File: src/rtl/iob_cache_way_alloc_pkg.sv
// ==================================================================
// iob_cache_way_alloc_pkg: shared widths and FSM states for the refill allocator.
// Revision 1.0
// ==================================================================
`default_nettype none

package iob_cache_way_alloc_pkg;

  localparam int IOB_CACHE_N_WAYS        = 8;
  localparam int IOB_CACHE_NLINES_W      = 7;
  localparam int IOB_CACHE_TAG_W         = 20;
  localparam int IOB_CACHE_WORD_OFFSET_W = 3;
  localparam int IOB_CACHE_BE_DATA_W     = 32;

  typedef enum logic [2:0] {
    ST_IDLE   = 3'd0,
    ST_INVAL  = 3'd1,
    ST_REQ    = 3'd2,
    ST_FILL   = 3'd3,
    ST_COMMIT = 3'd4
  } alloc_state_e;

endpackage

`default_nettype wire

File: src/rtl/iob_cache_way_alloc_first_invalid.sv
// ==================================================================
// iob_cache_way_alloc_first_invalid: one-hot lowest invalid way, else policy choice.
// Revision 1.0
// ==================================================================
`default_nettype none

module iob_cache_way_alloc_first_invalid #(
  parameter int N_WAYS = 8
) (
  input  logic [N_WAYS-1:0] valid_bits_i,
  input  logic [N_WAYS-1:0] rep_way_sel_i,
  output logic [N_WAYS-1:0] victim_o
);

  logic [N_WAYS-1:0] lowest_zero_w;
  logic [N_WAYS-1:0] rep_low_w;

  // x & (x+1) tricks isolate the lowest clear / lowest set bit without a priority loop.
  assign lowest_zero_w = ~valid_bits_i & (valid_bits_i + N_WAYS'(1));
  // A malformed multi-hot policy vote still yields a single way.
  assign rep_low_w     = rep_way_sel_i & (~rep_way_sel_i + N_WAYS'(1));

  always_comb begin
    victim_o = lowest_zero_w;
    if (&valid_bits_i) begin
      victim_o = (rep_way_sel_i == '0) ? N_WAYS'(1) : rep_low_w;
    end
  end

endmodule

`default_nettype wire

File: src/rtl/iob_cache_way_alloc.sv
// ==================================================================
// iob_cache_way_alloc: miss victim selection, line refill and tag/valid commit.
// Revision 1.0
// ==================================================================
`default_nettype none

module iob_cache_way_alloc
  import iob_cache_way_alloc_pkg::*;
#(
  parameter int N_WAYS        = IOB_CACHE_N_WAYS,
  parameter int NWAYS_W       = $clog2(N_WAYS),
  parameter int NLINES_W      = IOB_CACHE_NLINES_W,
  parameter int TAG_W         = IOB_CACHE_TAG_W,
  parameter int WORD_OFFSET_W = IOB_CACHE_WORD_OFFSET_W,
  parameter int BE_DATA_W     = IOB_CACHE_BE_DATA_W
) (
  input  logic                                    clk_i,
  input  logic                                    arst_n_i,
  input  logic                                    cke_i,
  input  logic                                    miss_valid_i,
  output logic                                    miss_ready_o,
  input  logic [TAG_W-1:0]                        miss_tag_i,
  input  logic [NLINES_W-1:0]                     miss_index_i,
  input  logic [N_WAYS-1:0]                       valid_bits_i,
  input  logic [N_WAYS-1:0]                       rep_way_sel_i,
  output logic                                    be_req_valid_o,
  input  logic                                    be_req_ready_i,
  output logic [TAG_W+NLINES_W+WORD_OFFSET_W-1:0] be_addr_o,
  input  logic                                    be_rvalid_i,
  input  logic [BE_DATA_W-1:0]                    be_rdata_i,
  output logic                                    data_we_o,
  output logic [N_WAYS-1:0]                       data_way_o,
  output logic [NLINES_W-1:0]                     data_index_o,
  output logic [WORD_OFFSET_W-1:0]                data_woff_o,
  output logic [BE_DATA_W-1:0]                    data_wdata_o,
  output logic                                    tag_we_o,
  output logic [TAG_W-1:0]                        tag_o,
  output logic                                    tag_valid_o,
  output logic                                    rep_write_en_o,
  output logic [N_WAYS-1:0]                       rep_way_hit_o,
  output logic                                    fill_done_o,
  output logic [NWAYS_W-1:0]                      fill_way_bin_o
);

  alloc_state_e              state_q, state_d;
  logic [TAG_W-1:0]          tag_q, tag_d;
  logic [NLINES_W-1:0]       index_q, index_d;
  logic [N_WAYS-1:0]         victim_q, victim_d;
  logic [WORD_OFFSET_W-1:0]  cnt_q, cnt_d;
  logic [N_WAYS-1:0]         victim_w;
  logic [NWAYS_W-1:0]        way_bin_w;

  iob_cache_way_alloc_first_invalid #(
    .N_WAYS (N_WAYS)
  ) u_first_invalid (
    .valid_bits_i  (valid_bits_i),
    .rep_way_sel_i (rep_way_sel_i),
    .victim_o      (victim_w)
  );

  always_comb begin
    state_d  = state_q;
    tag_d    = tag_q;
    index_d  = index_q;
    victim_d = victim_q;
    cnt_d    = cnt_q;
    if (cke_i) begin
      case (state_q)
        ST_IDLE: begin
          if (miss_valid_i) begin
            tag_d    = miss_tag_i;
            index_d  = miss_index_i;
            victim_d = victim_w;
            state_d  = ST_INVAL;
          end
        end
        ST_INVAL: state_d = ST_REQ;
        ST_REQ: begin
          if (be_req_ready_i) begin
            cnt_d   = '0;
            state_d = ST_FILL;
          end
        end
        ST_FILL: begin
          // The last beat wraps the counter back to zero on its way to COMMIT.
          if (be_rvalid_i) begin
            cnt_d = cnt_q + WORD_OFFSET_W'(1);
            if (cnt_q == '1) begin
              state_d = ST_COMMIT;
            end
          end
        end
        ST_COMMIT: state_d = ST_IDLE;
        default:   state_d = ST_IDLE;
      endcase
    end
  end

  always_ff @(posedge clk_i or negedge arst_n_i) begin
    if (!arst_n_i) begin
      state_q  <= ST_IDLE;
      tag_q    <= '0;
      index_q  <= '0;
      victim_q <= '0;
      cnt_q    <= '0;
    end else begin
      state_q  <= state_d;
      tag_q    <= tag_d;
      index_q  <= index_d;
      victim_q <= victim_d;
      cnt_q    <= cnt_d;
    end
  end

  always_comb begin
    way_bin_w = '0;
    for (int w = 0; w < N_WAYS; w++) begin
      if (victim_q[w]) begin
        way_bin_w = way_bin_w | NWAYS_W'(w);
      end
    end
  end

  assign miss_ready_o   = (state_q == ST_IDLE);
  assign be_req_valid_o = cke_i & (state_q == ST_REQ);
  assign be_addr_o      = {tag_q, index_q, {WORD_OFFSET_W{1'b0}}};
  assign data_we_o      = cke_i & be_rvalid_i & (state_q == ST_FILL);
  assign data_way_o     = victim_q;
  assign data_index_o   = index_q;
  assign data_woff_o    = cnt_q;
  assign data_wdata_o   = be_rdata_i;
  assign tag_we_o       = cke_i & ((state_q == ST_INVAL) | (state_q == ST_COMMIT));
  assign tag_o          = tag_q;
  assign tag_valid_o    = (state_q == ST_COMMIT);
  assign rep_write_en_o = cke_i & (state_q == ST_COMMIT);
  assign rep_way_hit_o  = rep_write_en_o ? victim_q : '0;
  assign fill_done_o    = cke_i & (state_q == ST_COMMIT);
  assign fill_way_bin_o = way_bin_w;

endmodule

`default_nettype wire

File: config.mk
export PLATFORM = sky130hd
export DESIGN_NAME = iob_cache_way_alloc
export DESIGN_NICKNAME = d
export VERILOG_FILES = /design/src/rtl/iob_cache_way_alloc_pkg.sv /design/src/rtl/iob_cache_way_alloc_first_invalid.sv /design/src/rtl/iob_cache_way_alloc.sv
export SDC_FILE = /design/constraint.sdc
export NUM_CORES = 1
export LEC_CHECK = 0
export ABC_AREA = 0
export BUFFER_PORTS_ARGS = -buffer_cell sky130_fd_sc_hd__buf_4
export CAP_MARGIN = 10
export CORE_AREA = 2 2 89 91
export CTS_BUF_LIST = sky130_fd_sc_hd__clkbuf_16
export DETAILED_ROUTE_END_ITERATION = 12
export DIE_AREA = 0 0 91 93
export GPL_ROUTABILITY_DRIVEN = 0
export GPL_TIMING_DRIVEN = 0
export PLACE_DENSITY = 0.75
export SLEW_MARGIN = 30
export SYNTH_ARGS = -nofsm -noshare
export SYNTH_HDL_FRONTEND = slang
export SYNTH_SLANG_ARGS = --single-unit
File: constraint.sdc
create_clock -name clk_i -period 2.3 [get_ports clk_i]
set_input_delay 0.23 -clock clk_i [delete_from_list [all_inputs] [get_ports clk_i]]
set_output_delay 0.23 -clock clk_i [all_outputs]
set_load 0.05 [all_outputs]
======== Word-level counts from Yosys, hierarchy flattened ========
Index checks and enable logic that the tools add are counted.
operators by class
  $add $sub $neg .......................... 3
  equal/unequal tests ..................... 9
  mux-type cells .......................... 18
  bitwise gates (word level) .............. 10
  reductions and logical operators ........ 7
operator list
  operator                                        count
  two-way mux 3 bit                               10
  two-way mux 8 bit                               3
  adder 8 x 1 -> 8 bit (second input constant)    2
  bitwise AND 8 bit                               2
  NOT 8 bit                                       2
  case mux 3 bit (4 select lines)                 1
  zero test 8 bit                                 1
  inequality test 2 bit (second input constant)   4
  AND reduction 8 bit                             1
  == test 3 x 2 -> 1 bit (second input constant)  2
  == test 3 bit (second input constant)           2
  case mux 3 bit (2 select lines)                 1
  bitwise AND 1 bit                               5
  AND reduction 5 bit                             1
  two-way mux 2 bit                               2
  AND reduction 4 bit                             1
  adder 3 x 1 -> 3 bit (second input constant)    1
  == test 3 x 1 -> 1 bit (second input constant)  1
  zero test 3 bit                                 1
  AND reduction 3 bit                             1
  nonzero test 2 bit                              1
  two-way mux 1 bit                               1
  OR 1 bit                                        1
storage, ports and cells
  register bits after elaboration ......... 41
  input port bits ......................... 81
  logic and storage cells ................. 52

======== Longest topological paths before layout ========
Gate-level depths: netlist of run 1.
  word-level depth ........................ 7
  gate-level depth with buffers ........... 5

======== Modules after synthesis ========
Synthesis of run 1 repeated with hierarchy kept, for this count alone.
second synthesis, totals
  cell total of the unflattened synthesis .. 223
  area total of the unflattened synthesis .. 2628.8 um^2
by module, submodules not included
  module                             times used  cells each  area each (um^2)  sequential area each (um^2)
  iob_cache_way_alloc                1           194         2396.0            1026.0
  iob_cache_way_alloc_first_invalid  1           29          232.7             0.0

======== Worst setup path after synthesis of run 1 ========
OpenSTA, ideal clock, no wires.
  path kind ............................... reg-to-output
  start point ............................. register state_q[0]
  end point ............................... output rep_write_en_o
  data arrival time ....................... 2317 ps
  data required time ...................... 2070 ps
  path slack .............................. -247 ps
  cell stages (with the launch flop) ...... 5
  buffers on the path ..................... 2
  cells stage by stage .................... dfrtp_1 > clkbuf_1 > nor3b_2 > and2_1 > buf_4
on the way
  word-level cells in the longest chain between the ends .. 2
ends and longest elaborated chain
  item                    RTL line                    source
  start, declared         iob_cache_way_alloc.sv:45   alloc_state_e state_q, state_d;
  start signal, assigned  iob_cache_way_alloc.sv:107  state_q <= state_d;
  == test 3 bit           -
  net tag_valid_o         iob_cache_way_alloc.sv:38   output logic tag_valid_o,
  bitwise AND 1 bit       iob_cache_way_alloc.sv:135  assign rep_write_en_o = cke_i & (state_q == ST_COMMIT);
  end, declared           iob_cache_way_alloc.sv:39   output logic rep_write_en_o,
The timed path passes the listed nets, and every way through them passes these cells.

======== Worst setup path after layout of run 1 ========
  start point ............................. register state_q[0]
  end point ............................... output rep_write_en_o
on the way
  word-level cells in the longest chain between the ends .. 2
ends and longest elaborated chain
  item               RTL line
  == test 3 bit      iob_cache_way_alloc.sv:135
  bitwise AND 1 bit  iob_cache_way_alloc.sv:135
Every way passes these cells.

==> results of run 1 <==
==> cells in the mapped netlist (3+ instances only) <==
| cell type | number |
|---|---|
| o31ai_1 | 3 |
| nor2b_1 | 3 |
| clkbuf_1 | 3 |
| dfrtp_1 | 41 |
| mux2_2 | 5 |
| buf_4 | 63 |
| and3_1 | 12 |
| or4_1 | 3 |
| a31oi_1 | 6 |
| inv_1 | 6 |
| nand3b_1 | 3 |
| nand4_1 | 6 |
| nand2_1 | 4 |
| nor2_1 | 4 |
| a21oi_1 | 5 |
| mux2_4 | 25 |
| o21ai_0 | 6 |
==> final timing paths <==
| kind | slack (ns) | depth (start not counted) | end |
|---|---|---|---|
| worst max register to register | 0.32 | 5 | state_q[0]$_DFFE_PN0P_ |
| min in group asynchronous | 0.47 | 2 | tag_o[4]$_DFFE_PN0P_ |
| worst min-delay path | 0.18 | 2 | data_index_o[6]$_DFFE_PN0P_ |
| worst max-delay path | 0.21 | 5 | rep_write_en_o |
| worst min register to register | 0.53 | 1 | data_woff_o[0]$_DFFE_PN0P_ |
| max in group asynchronous | 1.47 | 2 | data_woff_o[1]$_DFFE_PN0P_ |
==> layout by cell type, fill, tap and decap left out, types with 2 or more instances in the layout <==
cell type / netlist / routed
buf_4: 63 / 225
dfrtp_1: 41 / 41
mux2_4: 25 / 25
and3_1: 12 / 12
inv_1: 6 / 6
o21ai_0: 6 / 6
nand4_1: 6 / 6
a31oi_1: 6 / 6
mux2_2: 5 / 5
a21oi_1: 5 / 5
clkbuf_16: 0 / 5
nor2_1: 4 / 4
nand2_1: 4 / 4
clkbuf_1: 3 / 3
or4_1: 3 / 3
nand3b_1: 3 / 3
nor2b_1: 3 / 3
o31ai_1: 3 / 3
conb_1: 1 / 3
nand3_1: 2 / 2
a41oi_1: 2 / 2
buf_12: 2 / 2
o2bb2ai_1: 2 / 2
nand4b_1: 2 / 2
and4_1: 2 / 2
buf_1: 2 / 2
nand2b_1: 2 / 2
ha_1: 2 / 2
clkinv_2: 0 / 2
==> routing by layer <==
metal | up-vias | global-route usage (%) | part of all wire, %
met2 | 133 | 28.2 | 50
met1 | 1041 | 21.6 | 41
li1 | 1112 | - | -
met3 | 8 | 3.87 | 8.2
met5 | - | 0 | 0
met4 | 0 | 4.04 | 1.1
==> layout make-up <==
class | instances | area, µm² | share of cell area, %
timing repair buffer | 163 | 1230 | 29.7
sequential | 41 | 1030 | 24.8
multi-input combinational | 116 | 1030 | 24.8
buffer | 73 | 563 | 13.6
tap | 102 | 128 | 3.09
clock buffer | 5 | 125 | 3.03
inverter | 6 | 22.5 | 0.545
clock inverter | 3 | 17.5 | 0.424
==> worst max-delay path, delay by kind of cell, from the launching register on <==
kind	cells	cell delay (ns)
flip-flops	1	0.42
buffers and inverters	3	0.54
AND/OR/NAND/NOR	2	0.62
==> where the power goes <==
group | switching [µW] | leakage (µW) | internal (µW)
logic | 3010 | 0.00161 | 1700
registers | 292 | 0.000504 | 1060
clock network | 269 | 0.0000696 | 397
total | 3570 | 0.00219 | 3160
==> flip-flops by register name (all words and copies together) (netlist names) <==
name,flops
data_way_o,8
data_index_o,7
data_woff_o,3
state_q,3
tag_o,20
==> stage by stage <==
| stage | util [%] | total power, µW |
|---|---|---|
| 2_1_floorplan | - | 4780 |
| 4_1_cts | 54.9 | 6790 |
| 5_1_grt | 54.9 | 7040 |
| 3_5_place_dp | 52.9 | 6100 |
| 6_report | 54.9 | 6730 |
| 3_3_place_gp | 52.9 | 6050 |
==> logic make-up (layout without fill, tap and decap cells) <==
family | after synthesis | after routing | share of synthesized area (%)
adders and majority gates | 2 | 2 | 0.954
DFF | 41 | 41 | 39.1
buffers and inverters | 79 | 250 | 22.3
and+or+nand+nor | 52 | 52 | 13.6
xor gates and xnor gates | 1 | 1 | 0.334
AOI/OAI and AO/OA | 27 | 27 | 6.63
other | 1 | 3 | 0.143
muxes | 31 | 31 | 16.8
==> metrics.cfg, run 1 <==
[clock_network]
cts_tree = done
cts.path.max_buffers = 2
path_clk_slew_ns = 0.06
ctsResizeCount = 0
clk-insertion-delay-late_ns = 0.28
cts_buffers = 5
ctsHoldBuffers = 1
cts-root-buf = clkbuf_16
cts_setup_buffers = 0
h-tree-depth = 2
cts_sinks = 41

[setup_path]
cp_common_cell = buf_4
criticalPathCategory = flip-flop to output port
worst_r2r_startpoint = data_woff_o[0]$_DFFE_PN0P_
slowest_delay_ns = 0.42
start_kind = flip-flop
crit_path_top_delay_cell = dfrtp_1
path_cells = clkbuf_1 > nor3b_4 > and2_2 > buf_4 > buf_4
startpoint = state_q[0]$_DFFE_PN0P_
arrival_ns = 1.86
required_ns = 2.07
endpoint_kind = output port
cp_max_fo = 10

[timing]
min_period_over_period_pct = 91.0
rsz0062_at_grt = false
setup_tns_ns = 0
fmax_mhz = 478
final-hold-violation-count = 0
period_needed_ns = 2.09
max_slew.worst_pin.slew_ns = 0.796
hold_slack_ns = 0.180
final.setup.worst_slack_ns = 0.208
finalMaxSlewViolations = 0
maxSlewHeadroom_pct = 46.8
final-setup-viol-count = 0
fin_skew_ns = 0.00376

[die]
start_util_pct = 34.8
ios = 199
die_height_um = 93
dieWidth_um = 91
rows = 32
dieArea_um2 = 8460
core_region_area_um2 = 7530

[global_route]
grt_pass1_vias = 2211
grt_max_degree = 42
track_usage_pct = 16.7
antenna_found_initial = 0
grt_pass1_wl_mm = 11.3
grt.overflow.total = 0

[min_path]
hold_class = primary input to flip-flop
holdCritStartpoint = miss_index_i[6]

[finish]
drive_gt1_share_pct = 67.1
nets = 489
num_antenna_cells = 0
instances_no_fill = 509
nFillCells = 653
area_growth_pct = 57.6
final_cell_area_um2 = 4130

[synth]
synth.avg_cell_area_um2 = 11.2
synthFlopType = dfrtp_1
ys_seq_area_share_pct = 39.1
synth_top_area_share_pct = 39.1
synthDistinctLibCells = 44
synth_area_leader_cell = dfrtp_1
synth-seq-cells = 41
synthArstFlopShare_pct = 100
ys_top_cells_by_area = dfrtp_1, buf_4, mux2_4
netlist_instances = 234
ys_warn_count = 0
synth_edf_count = 0
synth_area_um2 = 2620

[place]
dp_worst_setup_slack_ns = 0.314
dp.cells = 500
place_hpwl_mm = 5.78
place_area_um2 = 3980
port_buffers = 162

[power]
power.density_nw_per_um2 = 1630
peakVddDrop_v = 0.000580
p_leak_uw = 0.00219

[route]
drc = 0
wl_per_cell_um = 13.9
drtIter0Drc = 99
wl_mm = 7.09
viasPerCell = 4.51
vias = 2294
ant_nets = 0
first_pass_iters = 4

[job]
cap_viol_max_count = 0

[run_status]
status = finished, final reports clean

Note: power is estimated with default switching activity, not from simulation.
==> inputs of run 2 (changes only) <==
- CTS_BUF_LIST: sky130_fd_sc_hd__clkbuf_16 -> sky130_fd_sc_hd__clkbuf_8
==> metrics.cfg, run 2 (synthesis gave the netlist of run 1 again) <==
[setup_path]
cpLargestDelayFamily = simple AND/OR/NAND/NOR gates
crit_path_top_delay_cell = dfrtp_1
criticalPathCategory = flip-flop to output port
arrival_ns = 1.88
endpoint_kind = output port
path_cells = clkbuf_1 > nor3b_4 > and2_2 > buf_4 > buf_4
cp_common_cell = buf_4
slowest_delay_ns = 0.43
path_buf_inv = 3
cp_max_fo = 10
start_kind = flip-flop
required_ns = 2.07

[timing]
fmax_mhz = 475
rsz0062_at_grt = false
maxSlewHeadroom_pct = 47.2
fin_skew_ns = 0.00441
final.setup.worst_slack_ns = 0.193
setup_tns_ns = 0
finalMaxSlewViolations = 0
final-hold-violation-count = 0
period_needed_ns = 2.11
max_slew.worst_pin.slew_ns = 0.791
final-setup-viol-count = 0
min_period_over_period_pct = 91.6

[place]
dp_worst_setup_slack_ns = 0.314
port_buffers = 162
place_hpwl_mm = 5.78
place_area_um2 = 3980

[clock_network]
cts_sinks = 41
cts_buffers = 5
ctsResizeCount = 0
cts_tree = done
path_clk_slew_ns = 0.08
h-tree-depth = 2
clk-insertion-delay-late_ns = 0.29
cts-root-buf = clkbuf_8
cts.path.max_buffers = 2

[global_route]
grt.overflow.total = 0
grt_max_degree = 42
grt_pass1_wl_mm = 11.3
grt_pass1_vias = 2214
track_usage_pct = 16.7
antenna_found_initial = 0

[finish]
final_cell_area_um2 = 4080
largest_register_ffs = 20
drive_gt1_share_pct = 67.1
final_common_cell = buf_4
nets = 489
layout_common_cells = buf_4, dfrtp_1, mux2_4
nFillCells = 661
num_antenna_cells = 0
area_growth_pct = 55.5

[die]
dieArea_um2 = 8460
core_region_area_um2 = 7530
dieWidth_um = 91
die_height_um = 93
ios = 199
rows = 32
start_util_pct = 34.8

[min_path]
hold_class = primary input to flip-flop

[route]
vias = 2288
drtIter0Drc = 66
viasPerCell = 4.50
drc = 0
ant_nets = 0
wl_per_cell_um = 14.0
first_pass_iters = 4
wl_mm = 7.11

[power]
peakVddDrop_v = 0.000580
power.density_nw_per_um2 = 1600
p_comb_share_pct = 72.3
switching_share_pct = 54.5
seqPwrFrac_pct = 20.6
power_switching_uw = 3550
intPower_uw = 2970
p_leak_uw = 0.00216
clkPwrFrac_pct = 7.1

[run_status]
status = finished, final reports clean

[job]
cap_viol_max_count = 0

run 2: cell counts in the layout (fill, tap and decap cells not counted):
Identical to the previous run, type by type.
run 2: worst register-to-register path, stage by stage (launching register included):
cell and delay [ns]:
dfrtp_1 0.42, ha_1 0.22, ha_1 0.19, and3_1 0.16, o41ai_1 0.49, mux2_2 0.40
run 2: what timing repair did:
action	in CTS	in global routing
endpoints found under the hold margin	41	0
setup buffers	0	0
hold buffers	1	0
run 2: layout make-up:
class	count	area, µm²	area share (%)
clock inverter	3	17.5	0.430
inverter	6	22.5	0.552
sequential	41	1030	25.2
multi-input combinational	116	1030	25.2
timing repair buffer	163	1230	30.1
tap	102	128	3.13
buffer	73	563	13.8
clock buffer	5	68.8	1.69
run 2: stage by stage:
| stage | power, µW | std cells | utilization, % | hold WS (ns) |
|---|---|---|---|---|
| floorplan | 4780 | 236 | - | -0.0656 |
| global placement | 6050 | 500 | 52.9 | 0.239 |
| detailed placement | 6100 | 500 | 52.9 | 0.249 |
| CTS | 6590 | 509 | 54.2 | 0.153 |
| global route | 6820 | 509 | 54.2 | 0.147 |
| finish | 6520 | 509 | 54.2 | 0.164 |
run 2: power groups by stage:
stage / Sequential (µW) / Combinational [µW] / Clock, µW
after floorplan: 2380 / 2390 / 0
after global placement: 1340 / 4710 / 0
after detailed placement: 1370 / 4730 / 0
after CTS: 1350 / 4740 / 489
after global routing: 1410 / 4900 / 517
final: 1350 / 4720 / 461
run 2: final timing paths:
path | from | endpoint | slack (ns) | cells past startpoint
worst min-delay path | miss_index_i[6] | data_index_o[6]$_DFFE_PN0P_ | 0.16 | 2
worst max register to register | data_woff_o[0]$_DFFE_PN0P_ | state_q[0]$_DFFE_PN0P_ | 0.32 | 5
worst min register to register | data_woff_o[0]$_DFFE_PN0P_ | data_woff_o[0]$_DFFE_PN0P_ | 0.54 | 1
min in group asynchronous | arst_n_i | tag_o[4]$_DFFE_PN0P_ | 0.45 | 2
max in group asynchronous | arst_n_i | data_woff_o[1]$_DFFE_PN0P_ | 1.49 | 2
worst max-delay path | state_q[0]$_DFFE_PN0P_ | rep_write_en_o | 0.19 | 5
run 2: routing by layer:
layer,vias to the layer above,track usage [%],wire length [µm]
met2,131,28.2,3540
li1,1108,-,-
met5,-,0,0
met3,5,3.87,585
met4,0,4.42,54
met1,1044,21.5,2930
==> inputs of run 3 (changes only) <==
- CELL_PAD_IN_SITES_DETAIL_PLACEMENT: not set -> 2
- CELL_PAD_IN_SITES_GLOBAL_PLACEMENT: not set -> 2
- CORE_AREA: 2 2 89 91 -> 2 2 110 112
- DIE_AREA: 0 0 91 93 -> 0 0 112 114
- PLACE_DENSITY: 0.75 -> 0.86
==> metrics.cfg, run 3 (synthesis gave the netlist of run 1 again) <==
[setup_path]
crit_path_top_delay_cell = clkbuf_1
reg2reg_depth = 5
required_ns = 2.07
regToRegSetupSlack_ns = 0.26
path_cells = clkbuf_1 > and3b_1 > nand3_1 > inv_1 > buf_4
slowest_delay_ns = 0.44
start_kind = flip-flop
worst_r2r_startpoint = data_woff_o[0]$_DFFE_PN0P_
cp_max_fo = 10
endpoint_kind = output port
criticalPathCategory = flip-flop to output port
worstReg2RegEnd = state_q[0]$_DFFE_PN0P_
arrival_ns = 1.88

[route]
drtIter0Drc = 39
wl_per_cell_um = 16.0
vias = 2398
drc = 0
ant_nets = 0
viasPerCell = 4.31
wl_mm = 8.91
first_pass_iters = 4

[die]
die_height_um = 114
rows = 40
dieWidth_um = 112
dieArea_um2 = 12800
core_region_area_um2 = 11700
ios = 199
start_util_pct = 22.4

[power]
power.density_nw_per_um2 = 1590
peakVddDrop_v = 0.000897
p_leak_uw = 0.00218

[clock_network]
cts_sinks = 41
h-tree-depth = 2
cts-root-buf = clkbuf_8
ctsResizeCount = 0
path_clk_slew_ns = 0.08
cts_buffers = 5
cts.path.max_buffers = 2
cts_tree = done
clk-insertion-delay-late_ns = 0.29

[global_route]
grt_max_degree = 42
antenna_found_initial = 0
track_usage_pct = 13.8
grt_pass1_vias = 2676
grt.overflow.total = 0
grt_pass1_wl_mm = 14.1

[finish]
drive_gt1_share_pct = 67.1
num_antenna_cells = 0
layout_common_cells = buf_4, dfrtp_1, mux2_4
nets = 492
largest_register_ffs = 20
area_growth_pct = 58.3
final_cell_area_um2 = 4150
final_common_cell = buf_4

[timing]
final.setup.worst_slack_ns = 0.191
period_needed_ns = 2.11
finalMaxSlewViolations = 0
fin_skew_ns = 0.00846
maxSlewHeadroom_pct = 42.3
fmax_mhz = 474
setup_tns_ns = 0
final-setup-viol-count = 0
min_period_over_period_pct = 91.7
rsz0062_at_grt = false
hold_slack_ns = 0.157
max_slew.worst_pin.slew_ns = 0.863
final-hold-violation-count = 0

[min_path]
hold_path_depth = 2
holdCritStartpoint = miss_tag_i[19]
holdPathEnd = tag_o[19]$_DFFE_PN0P_
hold_class = primary input to flip-flop

[run_status]
status = finished, final reports clean

[place]
port_buffers = 162
dp_worst_setup_slack_ns = 0.282
place_hpwl_mm = 7.35
place_area_um2 = 4040

[job]
cap_viol_max_count = 0

## run 3: cell types whose count changed in the layout (fill, tap and decap cells not counted)
| cell | previous run | this run |
|---|---|---|
| inv_1 | 6 | 7 |
| clkinvlp_4 | 1 | 0 |
| buf_4 | 225 | 228 |
## run 3: worst max-delay path by stage
stage,startpoint,end,cells after the start
3_3_place_gp,data_woff_o[0]$_DFFE_PN0P_,state_q[2]$_DFFE_PN0P_,5
6_report,state_q[0]$_DFFE_PN0P_,data_we_o,5
5_1_grt,state_q[0]$_DFFE_PN0P_,data_we_o,5
4_1_cts,state_q[0]$_DFFE_PN0P_,data_we_o,5
3_5_place_dp,state_q[0]$_DFFE_PN0P_,rep_write_en_o,5
2_1_floorplan,state_q[0]$_DFFE_PN0P_,rep_write_en_o,4
## run 3: metal layers
metal | GRT usage [%] | wire [µm] | vias up | share of wire, %
met1 | 15.4 | 3450 | 1140 | 39
met2 | 26.2 | 4660 | 143 | 52
met5 | 0 | 0 | - | 0
li1 | - | - | 1107 | -
met4 | 2.85 | 82 | 0 | 0.92
met3 | 3.72 | 727 | 8 | 8.2
## run 3: per-stage QoR
stage / total power (µW) / cells / utilization, %
after detailed placement: 6190 / 545 / 34.5
after floorplan: 4780 / 236 / -
after global placement: 6060 / 545 / 34.5
after global routing: 6940 / 557 / 35.5
final: 6610 / 557 / 35.5
after CTS: 6700 / 557 / 35.5
## run 3: final cells by class
class                           count  area (µm²)
Buffer                             73         563
Multi-Input combinational cell    116        1030
Clock buffer                        5        68.8
Inverter                            6        22.5
Clock inverter                      3        13.8
Sequential cell                    41        1030
Tap cell                          147         184
Fill cell                        1309        7560
Timing Repair Buffer              166        1250
## run 3: worst max-delay path: cells and delay by family, from the launching register on
kind,cells,cell delay [ns]
buffers and inverters,3,0.70
AND/OR/NAND/NOR,2,0.46
flip-flops,1,0.43
## run 3: power by group
| part | leakage [µW] | internal [µW] | switching [µW] |
|---|---|---|---|
| Clock | 0.0000491 | 206 | 257 |
| Sequential | 0.000504 | 1060 | 331 |
| Combinational | 0.00163 | 1710 | 3040 |
## run 3: timing repair
action,in CTS,in global routing
buffers inserted,3,0
hold buffers,1,0
endpoints found under the hold margin,41,0
setup endpoints to repair,1,0
